## src/rtl/gearbox_param_if.sv

```systemverilog
// gearbox_param_if: handshake bundle for the gearbox_param width converter.
//   Producer side : in_valid, in_ready, data_in (IN_W, bit 0 oldest), flush
//   Consumer side : out_valid, out_ready, data_out (OUT_W, bit 0 oldest), out_last
//   Status        : flush_done (one-cycle pulse), level (buffered bit count)
// Modports:
//   slave  - the gearbox itself
//   master - the environment driving producer inputs and consuming the output
interface gearbox_param_if #(
    parameter int IN_W  = 16,
    parameter int OUT_W = 20,
    parameter int BUF_W = 80
);
    localparam int LVL_W = $clog2(BUF_W + 1);

    logic             in_valid;
    logic             in_ready;
    logic [IN_W-1:0]  data_in;
    logic             flush;
    logic             out_valid;
    logic             out_ready;
    logic [OUT_W-1:0] data_out;
    logic             out_last;
    logic             flush_done;
    logic [LVL_W-1:0] level;

    modport slave (
        input  in_valid, data_in, flush, out_ready,
        output in_ready, out_valid, data_out, out_last, flush_done, level
    );

    modport master (
        output in_valid, data_in, flush, out_ready,
        input  in_ready, out_valid, data_out, out_last, flush_done, level
    );
endinterface

```

## src/rtl/gearbox_param.sv

```systemverilog
// gearbox_param: single-clock IN_W -> OUT_W gearbox with an LSB-first bit
// accumulator, explicit flush (zero-padded final word with out_last) and a
// fill-level output.
// Ports:
//   clk - clock, all state on the rising edge
//   res - asynchronous active-high reset
//   gb  - gearbox_param_if.slave bundle (producer/consumer handshakes, status)
module gearbox_param #(
    parameter int IN_W  = 16,
    parameter int OUT_W = 20,
    parameter int BUF_W = 80,
    localparam int LVL_W = $clog2(BUF_W + 1)
) (
    input  logic           clk,
    input  logic           res,
    gearbox_param_if.slave gb
);

    // The accumulator must hold a full output word plus one incoming word.
    generate
        if (BUF_W < IN_W + OUT_W) begin : g_buf_too_small
            $error("gearbox_param: BUF_W must be >= IN_W + OUT_W");
        end
    endgenerate

    // Fill arithmetic is one bit wider than the level output so sums never wrap.
    localparam logic [LVL_W:0] IN_W_X  = (LVL_W + 1)'(IN_W);
    localparam logic [LVL_W:0] OUT_W_X = (LVL_W + 1)'(OUT_W);
    localparam logic [LVL_W:0] BUF_W_X = (LVL_W + 1)'(BUF_W);
    localparam logic [LVL_W:0] FILL_ZERO = {(LVL_W + 1){1'b0}};

    logic [BUF_W-1:0] acc_r;          // bit 0 is the oldest buffered bit
    logic [LVL_W:0]   fill_r;         // bits above fill_r in acc_r are always 0
    logic             flush_pend_r;
    logic             flush_done_r;

    logic             in_ready_s;
    logic             out_valid_s;
    logic             padded_s;
    logic [LVL_W:0]   consumed_s;
    logic [OUT_W-1:0] pad_mask_s;
    logic [OUT_W-1:0] data_out_s;

    logic             push_s;
    logic             pop_s;
    logic [BUF_W-1:0] acc_next_s;
    logic [LVL_W:0]   fill_next_s;
    logic             pend_next_s;
    logic             done_next_s;

    // Handshake status and output word, derived from registered state only.
    always_comb begin
        in_ready_s  = 1'b0;
        out_valid_s = 1'b0;
        padded_s    = 1'b0;
        consumed_s  = OUT_W_X;
        pad_mask_s  = {OUT_W{1'b1}};

        // Ready looks at the current fill only; a same-cycle pop does not help.
        if (res) begin
            in_ready_s = 1'b0;
        end else if (!flush_pend_r && (fill_r + IN_W_X <= BUF_W_X)) begin
            in_ready_s = 1'b1;
        end else begin
            in_ready_s = 1'b0;
        end

        if (fill_r >= OUT_W_X) begin
            out_valid_s = 1'b1;
        end else if (flush_pend_r && (fill_r != FILL_ZERO)) begin
            // Short tail during a flush: emit what is left, zero-padded.
            out_valid_s = 1'b1;
            padded_s    = 1'b1;
            consumed_s  = fill_r;
        end else begin
            out_valid_s = 1'b0;
        end

        for (int i = 0; i < OUT_W; i++) begin
            if (padded_s) begin
                pad_mask_s[i] = ((LVL_W + 1)'(i) < fill_r);
            end else begin
                pad_mask_s[i] = 1'b1;
            end
        end

        data_out_s = acc_r[OUT_W-1:0] & pad_mask_s;
    end

    // Next accumulator contents, fill and flush bookkeeping.
    always_comb begin
        push_s      = gb.in_valid && in_ready_s;
        pop_s       = out_valid_s && gb.out_ready;
        acc_next_s  = acc_r;
        fill_next_s = fill_r;
        pend_next_s = flush_pend_r || gb.flush;
        done_next_s = 1'b0;

        // Pop first, so a simultaneous push lands at fill - consumed.
        if (pop_s) begin
            acc_next_s  = acc_r >> consumed_s;
            fill_next_s = fill_r - consumed_s;
        end else begin
            acc_next_s  = acc_r;
            fill_next_s = fill_r;
        end

        if (push_s) begin
            acc_next_s  = acc_next_s | (BUF_W'(gb.data_in) << fill_next_s);
            fill_next_s = fill_next_s + IN_W_X;
        end else begin
            acc_next_s  = acc_next_s;
            fill_next_s = fill_next_s;
        end

        // A flush (new or pending) completes as soon as the buffer is empty.
        if (pend_next_s && (fill_next_s == FILL_ZERO)) begin
            pend_next_s = 1'b0;
            done_next_s = 1'b1;
        end else begin
            done_next_s = 1'b0;
        end
    end

    // State registers; reset discards buffered data and cancels any flush.
    always_ff @(posedge clk or posedge res) begin
        if (res) begin
            acc_r        <= {BUF_W{1'b0}};
            fill_r       <= FILL_ZERO;
            flush_pend_r <= 1'b0;
            flush_done_r <= 1'b0;
        end else begin
            acc_r        <= acc_next_s;
            fill_r       <= fill_next_s;
            flush_pend_r <= pend_next_s;
            flush_done_r <= done_next_s;
        end
    end

    assign gb.in_ready   = in_ready_s;
    assign gb.out_valid  = out_valid_s;
    assign gb.data_out   = data_out_s;
    assign gb.out_last   = padded_s;
    assign gb.flush_done = flush_done_r;
    assign gb.level      = fill_r[LVL_W-1:0];

endmodule

```

## src/flat_wrapper.sv

```systemverilog
// flat-port wrapper written by rule: the top's interface ports become plain ports
module gearbox_param_flat 
#(
    parameter int IN_W  = 16,
    parameter int OUT_W = 20,
    parameter int BUF_W = 80,
    localparam int LVL_W = $clog2(BUF_W + 1)
)
  (clk, res, gb_in_valid, gb_data_in, gb_flush, gb_out_ready, gb_in_ready, gb_out_valid, gb_data_out, gb_out_last, gb_flush_done, gb_level);
  gearbox_param_if #(.IN_W(IN_W), .OUT_W(OUT_W), .BUF_W(BUF_W)) gb_i ();
  input  logic clk;
  input  logic res;
  input wire logic [$bits(gb_i.in_valid)-1:0] gb_in_valid;
  input wire logic [$bits(gb_i.data_in)-1:0] gb_data_in;
  input wire logic [$bits(gb_i.flush)-1:0] gb_flush;
  input wire logic [$bits(gb_i.out_ready)-1:0] gb_out_ready;
  output wire logic [$bits(gb_i.in_ready)-1:0] gb_in_ready;
  output wire logic [$bits(gb_i.out_valid)-1:0] gb_out_valid;
  output wire logic [$bits(gb_i.data_out)-1:0] gb_data_out;
  output wire logic [$bits(gb_i.out_last)-1:0] gb_out_last;
  output wire logic [$bits(gb_i.flush_done)-1:0] gb_flush_done;
  output wire logic [$bits(gb_i.level)-1:0] gb_level;
  assign gb_i.in_valid = gb_in_valid;
  assign gb_i.data_in = gb_data_in;
  assign gb_i.flush = gb_flush;
  assign gb_i.out_ready = gb_out_ready;
  assign gb_in_ready = gb_i.in_ready;
  assign gb_out_valid = gb_i.out_valid;
  assign gb_data_out = gb_i.data_out;
  assign gb_out_last = gb_i.out_last;
  assign gb_flush_done = gb_i.flush_done;
  assign gb_level = gb_i.level;
  gearbox_param #(.IN_W(IN_W), .OUT_W(OUT_W), .BUF_W(BUF_W)) u_core (.clk(clk), .res(res), .gb(gb_i));
endmodule
```

## config.mk

```make
export PLATFORM = sky130hd
export DESIGN_NAME = gearbox_param_flat
export DESIGN_NICKNAME = d
export VERILOG_FILES = /design/src/rtl/gearbox_param_if.sv /design/src/rtl/gearbox_param.sv /design/src/flat_wrapper.sv
export SDC_FILE = /design/constraint.sdc
export NUM_CORES = 1
export LEC_CHECK = 0
export ABC_CLOCK_PERIOD_IN_PS = 5200
export BUFFER_PORTS_ARGS = -buffer_cell sky130_fd_sc_hd__buf_2
export CAP_MARGIN = 10
export CORE_ASPECT_RATIO = 0.8
export CORE_UTILIZATION = 25
export CTS_BUF_LIST = sky130_fd_sc_hd__clkbuf_4 sky130_fd_sc_hd__clkbuf_8 sky130_fd_sc_hd__clkbuf_16
export CTS_CLUSTER_SIZE = 8
export DETAILED_ROUTE_END_ITERATION = 12
export GPL_TIMING_DRIVEN = 0
export PLACE_DENSITY_LB_ADDON = 0.12
export SLEW_MARGIN = 20
export SYNTH_ARGS = -nofsm -noshare
export SYNTH_HDL_FRONTEND = slang
export SYNTH_SLANG_ARGS = --single-unit
```

## constraint.sdc

```tcl
create_clock -name clk -period 5.2 [get_ports clk]
set_input_delay 0.52 -clock clk [delete_from_list [all_inputs] [get_ports clk]]
set_output_delay 0.52 -clock clk [all_outputs]
set_load 0.005 [all_outputs]
```

==> results of run 1 <==
==> final cells by class <==
type	instances	area [sq um]	share of cell area, %
inverter	28	121.4	0.8588
sequential	90	2255	15.95
tap	629	787.0	5.569
timing repair buffer	59	337.8	2.390
clock buffer	10	232.7	1.647
clock inverter	6	75.07	0.5312
buffer	179	870.8	6.162
multi-input combinational	1349	9453	66.89
==> flip-flops by register name, summed over array words and instances (netlist names) <==
| register | count |
|---|---|
| u_core.flush_pend_r | 1 |
| u_core.acc_r | 80 |
| u_core.fill_r | 8 |
| u_core.gb.flush_done | 1 |
==> power breakdown <==
| part | switching, uW | total, uW | internal, uW | leakage (uW) |
|---|---|---|---|---|
| registers | 783 | 1710 | 924 | 0.00116 |
| logic | 6310 | 8880 | 2570 | 0.00398 |
| clock network | 322 | 707 | 386 | 0.000149 |
| total | 7420 | 11300 | 3880 | 0.00528 |
==> worst paths after layout <==
| kind | start | endpoint | slack [ns] | depth (start not counted) |
|---|---|---|---|---|
| max in group asynchronous | res | u_core.acc_r[13] | 4.48 | 3 |
| hold reg to reg | u_core.acc_r[5] | u_core.acc_r[5] | 0.65 | 2 |
| min in group clk | gb_flush | u_core.flush_pend_r | 0.41 | 2 |
| setup reg to reg | u_core.fill_r[1] | u_core.acc_r[62] | 0.06 | 12 |
| setup / recovery | u_core.fill_r[1] | u_core.acc_r[62] | 0.06 | 12 |
| hold / removal | res | u_core.fill_r[4] | 0.09 | 2 |
==> layer usage <==
metal	global-route usage [%]	share of wire [%]	vias up
met5	0	0	-
met1	50.85	45	8059
met3	8.745	13	122
li1	-	-	6596
met2	45.36	39	1150
met4	10.50	3.3	0
==> cell families (layout without fill, tap and decap cells) <==
group	Yosys count	in the layout	synth area share [%]
AO/OA/AOI/OAI	586	586	34.39
AND/OR/NAND/NOR	581	581	23.31
buffers and inverters	210	282	7.504
multiplexers	165	165	15.29
flip-flops	90	90	18.18
adder cells (fa/ha/maj)	8	8	0.8686
XOR/XNOR	6	6	0.4242
other	1	3	0.03027
==> per-stage QoR <==
step                utilization (%)  cell area (sq um)  cells  hold WS, ns
floorplan                         -              12400   1649       0.4853
global placement              27.61              13430   2328       0.6426
detailed placement            27.72              13490   2330       0.4709
CTS                           28.76              13990   2347      0.08703
global route                  29.05              14130   2350      0.09698
finish                        29.05              14130   2350      0.08551
==> cell usage after synthesis (8+ instances only) <==
cell type	count	area share, %
nor4_1	11	0.56
a22oi_1	50	3.0
inv_1	24	0.73
o21ai_0	78	3.2
a22o_1	10	0.71
a211o_1	13	0.92
mux2i_1	88	7.1
buf_2	32	1.3
clkbuf_1	95	2.9
buf_1	33	1.0
buf_4	17	1.0
nor3_1	41	1.7
nand4_1	48	2.4
a221oi_1	11	0.78
nand2_1	180	5.5
o22ai_1	21	1.1
nor3b_1	30	1.8
nor2_1	105	3.2
a2bb2oi_1	12	0.85
o21ai_1	17	0.69
nor2b_1	9	0.45
a41oi_1	31	2.2
mux4_2	13	2.4
a21boi_0	12	0.73
o211ai_1	41	2.5
dfrtp_1	90	18
a21o_1	15	0.91
o31ai_1	18	1.1
mux2_2	64	5.8
a31oi_1	24	1.2
and3_1	15	0.76
a211oi_1	31	1.9
o21a_1	9	0.55
and2_1	8	0.40
nand3_1	99	4.0
a21oi_1	76	3.1
o221ai_1	20	1.4
==> what timing repair did <==
item	4_1_cts	5_1_grt
setup endpoints to repair	87	77
buffers inserted	4	3
pin swaps	3	3
hold endpoints to repair	0	0
gates resized for setup	53	37
==> results.py, run 1 <==
metrics = {
    "outcome": {
        "outcome": "finished, final reports clean",
    },
    "clock_tree": {
        "cts_hold_buf": 0,
        "clkLatencyLatePin_ns": 0.36,
        "cts_tree": "built",
        "cts_max_path_buffers": 2,
        "cts.clk_slew.worst_paths_ns": 0.07,
        "numCtsBuffers": 9,
        "clock_sinks": 90,
        "root_buffer": "clkbuf_16",
        "htreeDepth": 3,
    },
    "grt": {
        "grt_max_degree": 75,
        "antenna_found_initial": 1,
        "grt_pass1_wl_mm": 120.3,
        "first_global_vias": 14730,
        "grt_overflow_total": 0,
        "grtUsageTotal_pct": 33.63,
    },
    "power": {
        "p_total_uw": 11300,
        "irDropWorstVdd_mv": 0.2824,
        "p_per_area_nw_per_um2": 799.2,
        "p_leak_uw": 0.005284,
    },
    "final_layout": {
        "layout-drive-gt1-share_pct": 17.90,
        "syn2layout_area_growth_pct": 14.08,
        "diodes": 0,
        "final_cell_mix": "180 x nand2_1, 99 x nor2_1, 95 x nand3_1",
        "final_common_cell": "nand2_1",
        "fin_nets": 1745,
        "nFillCells": 5358,
    },
    "job": {
        "max-cap-violations": 0,
    },
    "timing": {
        "relSlewSlack_pct": 34.19,
        "skew_ns": 0.01412,
        "finalCritPeriodShare_pct": 98.94,
        "finalHoldViolCount": 0,
        "fin_ws_ns": 0.05506,
        "max_freq_mhz": 194.4,
        "finalSetupTns_ns": 0,
        "final_max_slew_viol_count": 0,
        "setup_violations": 0,
        "min_period_ns": 5.145,
        "worst_pin_slew_ns": 0.9872,
    },
    "place": {
        "gp_congestion": 1.013,
        "dp_hpwl_mm": 70.08,
        "numPortBuffers": 50,
        "pre_cts_slack_ns": -1.913,
    },
    "critical_path": {
        "cp_common_cell": "clkbuf_2",
        "crit_path_top_delay_cell": "fa_2",
        "worstPathRequired_ns": 5.44,
        "worstSetupStartpointType": "flip-flop",
        "cpPeakStageDelay_ns": 0.78,
        "path_delay_family": "buffers and inverters",
        "cp_cell_sequence": "buf_2, clkinvlp_4, clkbuf_2, clkbuf_2, fa_2, clkbuf_2, a211oi_1, o211ai_1, nor2_1, a211oi_2, nor3_1, a311o_1",
        "cp_max_fo": 10,
        "path_class": "reg -> reg",
        "worstPathArrival_ns": 5.39,
        "crit_buf_inv": 5,
        "endpoint_kind": "flip-flop",
    },
    "detailed_routing": {
        "wl_per_cell_microns": 36.97,
        "postRouteAntennaNets": 0,
        "vias_per_cell": 6.777,
        "vias": 15930,
        "drt_iter0_drc": 2840,
        "drt_wl_total_mm": 86.89,
        "drc_errors": 0,
        "firstDrtPassIters": 6,
    },
    "hold_path": {
        "hold_path.class": "in -> async",
    },
    "floorplan": {
        "dieArea_sq_um": 50450,
        "initial_utilization_pct": 25.47,
        "std_cell_rows": 72,
        "core_area_sq_um": 48650,
        "die_h_microns": 201.1,
        "io_pins": 52,
        "die_x_microns": 250.9,
    },
    "synth": {
        "syn_inst": 1647,
        "avgSynthCellArea_sq_um": 7.522,
        "ys_types": 94,
        "synth_edf_count": 0,
        "syn_area_sq_um": 12390,
        "synth_seq_cells": 90,
        "dominantRegCellSynth": "dfrtp_1",
        "yosysSeqAreaShare_pct": 18.18,
        "yosysWarnings": 0,
        "synthArstFlopShare_pct": 100.0,
    },
}
Note: power is estimated with default switching activity, not from simulation.
==> run 2, diff against run 1 <==
--- a/config.mk
+++ b/config.mk
@@ -8,7 +8,7 @@
 export ABC_CLOCK_PERIOD_IN_PS = 5200
 export BUFFER_PORTS_ARGS = -buffer_cell sky130_fd_sc_hd__buf_2
 export CAP_MARGIN = 10
-export CORE_ASPECT_RATIO = 0.8
+export CORE_ASPECT_RATIO = 1.75
 export CORE_UTILIZATION = 25
 export CTS_BUF_LIST = sky130_fd_sc_hd__clkbuf_4 sky130_fd_sc_hd__clkbuf_8 sky130_fd_sc_hd__clkbuf_16
 export CTS_CLUSTER_SIZE = 8
==> constraint.sdc (replaced) <==
create_clock -name clk -period 5.2 [get_ports clk]
set_input_delay 0.52 -clock clk [delete_from_list [all_inputs] [get_ports clk]]
set_output_delay 0.52 -clock clk [all_outputs]
set_load 0.01 [all_outputs]
==> run 2 against run 1 <==
  * The run now ends with setup timing left
  * Clock power is 7.6% higher
  * Highest routed layer is now met5
  * Final cell count is 1.7% higher
  * Clock skew is 0.0039 ns lower
==> results.py, run 2 (synthesis gave the netlist of run 1 again) <==
metrics = {
    "grt": {
        "grtUsageTotal_pct": 39.23,
        "grt_overflow_total": 0,
        "first_global_vias": 16280,
        "grt_pass1_wl_mm": 133.9,
        "antenna_found_initial": 3,
        "grt_max_degree": 64,
    },
    "timing": {
        "fin_ws_ns": -0.1863,
        "min_period_ns": 5.386,
        "final_max_slew_viol_count": 0,
        "rsz0062_at_grt": "false",
        "relSlewSlack_pct": 16.70,
        "finalHoldViolCount": 0,
        "finalCritPeriodShare_pct": 103.6,
        "setup_violations": 1,
        "skew_ns": 0.01019,
        "max_freq_mhz": 185.7,
        "worst_pin_slew_ns": 1.215,
        "finalSetupTns_ns": -0.1863,
    },
    "final_layout": {
        "layout-drive-gt1-share_pct": 20.15,
        "reg_top3": "u_core.acc_r (80), u_core.fill_r (8)",
        "syn2layout_area_growth_pct": 17.01,
        "largest_register_ffs": 80,
        "final_cell_mix": "177 x nand2_1, 98 x nor2_1, 97 x nand3_1",
        "top_register": "u_core.acc_r",
        "final_common_cell": "nand2_1",
        "fin_area_sq_um": 14500,
        "fin_nets": 1761,
        "diodes": 0,
    },
    "clock_tree": {
        "clkLatencyLatePin_ns": 0.37,
        "clock_sinks": 90,
        "cts_tree": "built",
        "numCtsBuffers": 9,
        "htreeDepth": 3,
        "root_buffer": "clkbuf_16",
        "cts_max_path_buffers": 2,
        "cts.clk_slew.worst_paths_ns": 0.07,
    },
    "power": {
        "irDropWorstVdd_mv": 0.3806,
        "p_leak_uw": 0.005393,
        "p_per_area_nw_per_um2": 845.9,
    },
    "place": {
        "gp_congestion": 1.054,
        "dp_hpwl_mm": 79.93,
        "placed_area_sq_um": 13540,
        "numPortBuffers": 50,
    },
    "outcome": {
        "outcome": "finished with violations",
        "failed_checks": "setup timing",
    },
    "hold_path": {
        "hold_path.class": "in -> async",
    },
    "detailed_routing": {
        "wl_per_cell_microns": 41.31,
        "vias_per_cell": 6.787,
        "drt_iter0_drc": 1948,
        "drt_wl_total_mm": 98.78,
        "postRouteAntennaNets": 0,
        "firstDrtPassIters": 5,
        "vias": 16230,
        "drc_errors": 0,
    },
    "critical_path": {
        "worstPathRequired_ns": 5.49,
        "crit_path_top_delay_cell": "clkbuf_1",
        "r2r_setup_slack_ns": -0.19,
        "worstSetupStartpointType": "flip-flop",
        "cp_max_fo": 10,
        "endpoint_kind": "flip-flop",
        "cp_cell_sequence": "buf_2, o21a_1, buf_2, clkbuf_1, clkbuf_1, clkbuf_1, o21ai_0, nand3_1, a22oi_1, a21oi_1, a221oi_1, o211ai_1",
        "cp_common_cell": "clkbuf_1",
        "cpPeakStageDelay_ns": 0.90,
        "worstPathArrival_ns": 5.68,
        "path_class": "reg -> reg",
    },
    "floorplan": {
        "die_x_microns": 170.3,
        "io_pins": 52,
        "initial_utilization_pct": 25.42,
        "std_cell_rows": 107,
        "core_area_sq_um": 48730,
        "die_h_microns": 296.5,
        "dieArea_sq_um": 50480,
    },
    "job": {
        "max-cap-violations": 0,
    },
}
[run 2: cell count changes in the layout (fill, tap and decap cells not counted), moves of 4 or more]
cell	previous run	this run
nor3_1	40	34
mux2i_2	2	6
o22ai_1	21	17
nor3_2	1	7
buf_4	30	50
[run 2: what timing repair did]
action / CTS / global route
hold buffers: 0 / 0
setup buffers: 18 / 4
setup endpoints to repair: 94 / 79
pin swaps: 9 / 1
resized for setup: 109 / 21
[run 2: through the flow]
step / power [uW] / hold slack (ns) / utilization (%) / setup WS [ns] / instances
after CTS: 11650 / 0.1297 / 29.53 / 0.002065 / 2388
after global placement: 10250 / 0.5634 / 27.63 / -2.375 / 2353
after detailed placement: 10210 / 0.5282 / 27.78 / -2.325 / 2357
after floorplan: 6080 / 0.4853 / - / 0.5248 / 1649
final: 12260 / 0.1206 / 29.74 / -0.1863 / 2391
after global routing: 12410 / 0.1415 / 29.74 / 0.002622 / 2391
[run 2: report_power, final]
group | internal [uW] | switching [uW] | total (uW)
sequential | 929 | 635 | 1560
combinational | 2830 | 7110 | 9940
clock | 445 | 317 | 761
total | 4200 | 8060 | 12300
[run 2: area by class of cell]
| cell class | instances | area [sq um] |
|---|---|---|
| fillers | 5451 | 34240 |
| multi-input cells | 1349 | 9625 |
| flip-flops and latches | 90 | 2256 |
| plain buffers | 178 | 878.3 |
| well taps | 654 | 818.3 |
| repair buffers | 76 | 460.4 |
| clock buffers | 11 | 246.5 |
| inverters | 28 | 125.1 |
| clock inverters | 5 | 85.08 |
[run 2: path summary, 6_finish.rpt]
kind / startpoint / to / depth (start not counted)
worst min register to register: u_core.acc_r[0] / u_core.acc_r[0] / 2
min in group clk: gb_flush / u_core.gb.flush_done / 3
worst max register to register: u_core.fill_r[4] / u_core.acc_r[29] / 12
worst max-delay path: u_core.fill_r[4] / u_core.acc_r[29] / 12
worst min-delay path: res / u_core.fill_r[0] / 2
max in group asynchronous: res / u_core.acc_r[58] / 3
[run 2: metal layers]
| layer | up-vias | GRT usage, % | share of wire (%) |
|---|---|---|---|
| met5 | - | 0 | 0.032 |
| met3 | 485 | 7.198 | 6.7 |
| met1 | 7978 | 37.14 | 32 |
| li1 | 6617 | - | - |
| met4 | 4 | 41.42 | 13 |
| met2 | 1144 | 68.80 | 49 |
[run 2: worst max-delay path, delay by kind of cell (launching register included)]
family | cells | cell delay [ns]
buffers and inverters | 5 | 2.82
AO/OA/AOI/OAI | 6 | 1.77
flip-flops | 1 | 0.34
AND/OR/NAND/NOR | 1 | 0.33
==> run 3, diff against run 2 <==
--- a/config.mk
+++ b/config.mk
@@ -5,10 +5,10 @@
 export SDC_FILE = /design/constraint.sdc
 export NUM_CORES = 1
 export LEC_CHECK = 0
-export ABC_CLOCK_PERIOD_IN_PS = 5200
+export ABC_AREA = 1
 export BUFFER_PORTS_ARGS = -buffer_cell sky130_fd_sc_hd__buf_2
 export CAP_MARGIN = 10
-export CORE_ASPECT_RATIO = 1.75
+export CORE_ASPECT_RATIO = 0.75
 export CORE_UTILIZATION = 25
 export CTS_BUF_LIST = sky130_fd_sc_hd__clkbuf_4 sky130_fd_sc_hd__clkbuf_8 sky130_fd_sc_hd__clkbuf_16
 export CTS_CLUSTER_SIZE = 8
==> run 3 against run 2 <==
  * The flow now finishes without violations
  * Combinational power is 65% lower
  * Synthesized area is 13% lower
  * Core utilization is 1.0 points lower
  * Final cell count is 5.9% higher
==> results.py, run 3 <==
metrics = {
    "final_layout": {
        "multi_input_area_sq_um": 7370,
        "final-seq-area_sq_um": 2253,
        "final_cell_mix": "685 x nand3_1, 488 x nand2_1, 136 x inv_1",
        "top_register": "u_core.acc_r",
        "fin_area_sq_um": 12180,
        "reg_top3": "u_core.acc_r (80), u_core.fill_r (8)",
        "diodes": 0,
        "nFillCells": 4965,
        "fin_nets": 1987,
        "layout-drive-gt1-share_pct": 9.424,
        "fin_util_pct": 28.73,
        "largest_register_ffs": 80,
        "syn2layout_area_growth_pct": 12.59,
        "final_common_cell": "nand3_1",
    },
    "power": {
        "p_comb_share_pct": 64.3,
        "seqPwrFrac_pct": 21.8,
        "p_per_area_nw_per_um2": 450.4,
        "switching_share_pct": 59.10,
        "clkPwrFrac_pct": 13.9,
        "p_int_uw": 2243,
        "p_sw_uw": 3241,
        "p_leak_uw": 0.005732,
        "irDropWorstVdd_mv": 0.1712,
    },
    "critical_path": {
        "r2r_cells": 20,
        "path_class": "reg -> reg",
        "endpoint_kind": "flip-flop",
        "worstPathRequired_ns": 5.51,
        "cp_max_fo": 19,
        "worstPathArrival_ns": 5.18,
        "worstSetupStartpointType": "flip-flop",
    },
    "synth": {
        "ys_types": 44,
        "synth_edf_count": 0,
        "synthArstFlopShare_pct": 100.0,
        "dominantRegCellSynth": "dfrtp_1",
        "synth.area.top_cells": "nand3_1 32%, dfrtp_1 21%, nand2_1 17%",
        "syn_area_sq_um": 10810,
        "synth_top_area_cell": "nand3_1",
        "yosysWarnings": 0,
        "yosysSeqAreaShare_pct": 20.83,
        "synth_most_common_cell": "nand3_1",
        "syn_inst": 1894,
        "avgSynthCellArea_sq_um": 5.710,
        "synth_common_cells": "688 x nand3_1, 488 x nand2_1, 137 x inv_1, 90 x dfrtp_1, 79 x o211ai_1",
        "synth_seq_cells": 90,
        "synth_top_area_share_pct": 31.84,
    },
    "clock_tree": {
        "clkLatencyLatePin_ns": 0.40,
        "cts.clk_slew.worst_paths_ns": 0.09,
        "root_buffer": "clkbuf_16",
        "clock_sinks": 90,
        "cts_max_path_buffers": 2,
        "numCtsBuffers": 9,
        "htreeDepth": 3,
        "cts_tree": "built",
    },
    "detailed_routing": {
        "drc_errors": 0,
        "postRouteAntennaNets": 0,
        "drt_wl_total_mm": 72.70,
        "vias": 14720,
        "wl_per_cell_microns": 28.71,
        "drt_iter0_drc": 2230,
        "vias_per_cell": 5.812,
        "firstDrtPassIters": 7,
    },
    "grt": {
        "antenna_found_initial": 3,
        "grtUsageTotal_pct": 32.54,
        "first_global_vias": 13460,
        "grt_max_degree": 70,
        "grt_pass1_wl_mm": 101.6,
        "grt_overflow_total": 0,
    },
    "timing": {
        "finalCritPeriodShare_pct": 93.61,
        "relSlewSlack_pct": 24.44,
        "finalHoldViolCount": 0,
        "max_freq_mhz": 205.4,
        "rsz0062_at_grt": "false",
        "skew_ns": 0.02591,
        "setup_violations": 0,
        "worst_hold_slack_ns": 0.1078,
        "final_max_slew_viol_count": 0,
        "min_period_ns": 4.868,
        "worst_pin_slew_ns": 1.133,
    },
    "floorplan": {
        "die_h_microns": 182.1,
        "die_x_microns": 242.2,
        "std_cell_rows": 65,
        "dieArea_sq_um": 44100,
        "io_pins": 52,
        "core_area_sq_um": 42370,
        "initial_utilization_pct": 25.52,
    },
    "hold_path": {
        "hold_path.class": "in -> async",
    },
    "place": {
        "numPortBuffers": 51,
        "gp_congestion": 1.028,
        "placed_area_sq_um": 11820,
        "dp_hpwl_mm": 58.92,
    },
    "job": {
        "max-cap-violations": 0,
    },
    "outcome": {
        "outcome": "finished, final reports clean",
    },
}
run 3: final cells by class:
cell class | count | share of cell area (%)
Timing Repair Buffer | 54 | 2.446
Tap cell | 569 | 5.847
Clock buffer | 9 | 1.850
Multi-Input combinational cell | 1515 | 60.53
Inverter | 149 | 4.645
Sequential cell | 90 | 18.51
Buffer | 139 | 5.405
Clock inverter | 7 | 0.7707
run 3: cell families (layout without fill, tap and decap cells):
| kind of cell | Yosys count | in the layout | share of synthesized area [%] |
|---|---|---|---|
| fa+ha+maj | 8 | 8 | 0.9950 |
| compound gates | 206 | 206 | 12.08 |
| xor+xnor | 2 | 2 | 0.3009 |
| other cells | 1 | 3 | 0.03468 |
| simple gates | 1296 | 1296 | 54.41 |
| buf+inv | 291 | 358 | 11.35 |
| flops | 90 | 90 | 20.83 |
run 3: routing by layer:
metal / up-vias / share of wire, % / routed length, microns / global-route usage, %
li1: 6614 / - / - / -
met1: 7153 / 47 / 33880 / 49.17
met2: 868 / 39 / 28560 / 44.92
met3: 81 / 12 / 8540 / 8.397
met4: 0 / 2.4 / 1721 / 7.797
met5: - / 0 / 0 / 0
run 3: stage by stage:
stage                     instances  setup WS (ns)  setup TNS [ns]  power, uW
after CTS                      2533       0.004579               0       5366
after detailed placement       2517        -0.1234         -0.6171       4591
final                          2532         0.3321               0       5484
after global routing           2532        0.06799               0       5809
after floorplan                1896          1.642               0       3246
after global placement         2516        -0.2065         -0.8587       4616
run 3: worst paths after layout:
check | startpoint | endpoint | slack [ns]
max in group asynchronous | res | u_core.acc_r[54] | 4.39
hold / removal | res | u_core.acc_r[0] | 0.11
hold reg to reg | u_core.acc_r[53] | u_core.acc_r[53] | 0.51
min in group clk | gb_flush | u_core.flush_pend_r | 0.38
setup reg to reg | u_core.fill_r[3] | u_core.acc_r[31] | 0.33
setup / recovery | u_core.fill_r[3] | u_core.acc_r[31] | 0.33
run 3: what timing repair did:
item,CTS,global route
resized for setup,1,7
setup endpoints to repair,12,39
buffers inserted,0,2
endpoints found under the hold margin,0,0
hold buffers,0,0
gates cloned,0,0
run 3: worst max-delay path: stages, from the launching register on:
cell and delay, ns:
dfrtp_1 0.44, buf_6 0.19, nor2_4 0.19, nor2_1 0.07, nor2_2 0.19, nand3_2 0.13, buf_6 0.17, nor2_2 0.28
clkbuf_4 0.41, ha_1 0.25, fa_1 0.46, o21ai_2 0.27, inv_1 0.08, clkbuf_1 0.25, nand3_1 0.17, nand2_1 0.09
o21ai_2 0.25, nand2_1 0.08, nand2_1 0.26, nand3_1 0.36, nand3_1 0.19
run 3: power groups by stage:
stage	logic [uW]	clock network, uW	registers [uW]
global route	3820	794	1200
CTS	3430	773	1170
floorplan	2220	0	1030
finish	3520	764	1200
global placement	3430	0	1180
detailed placement	3410	0	1180
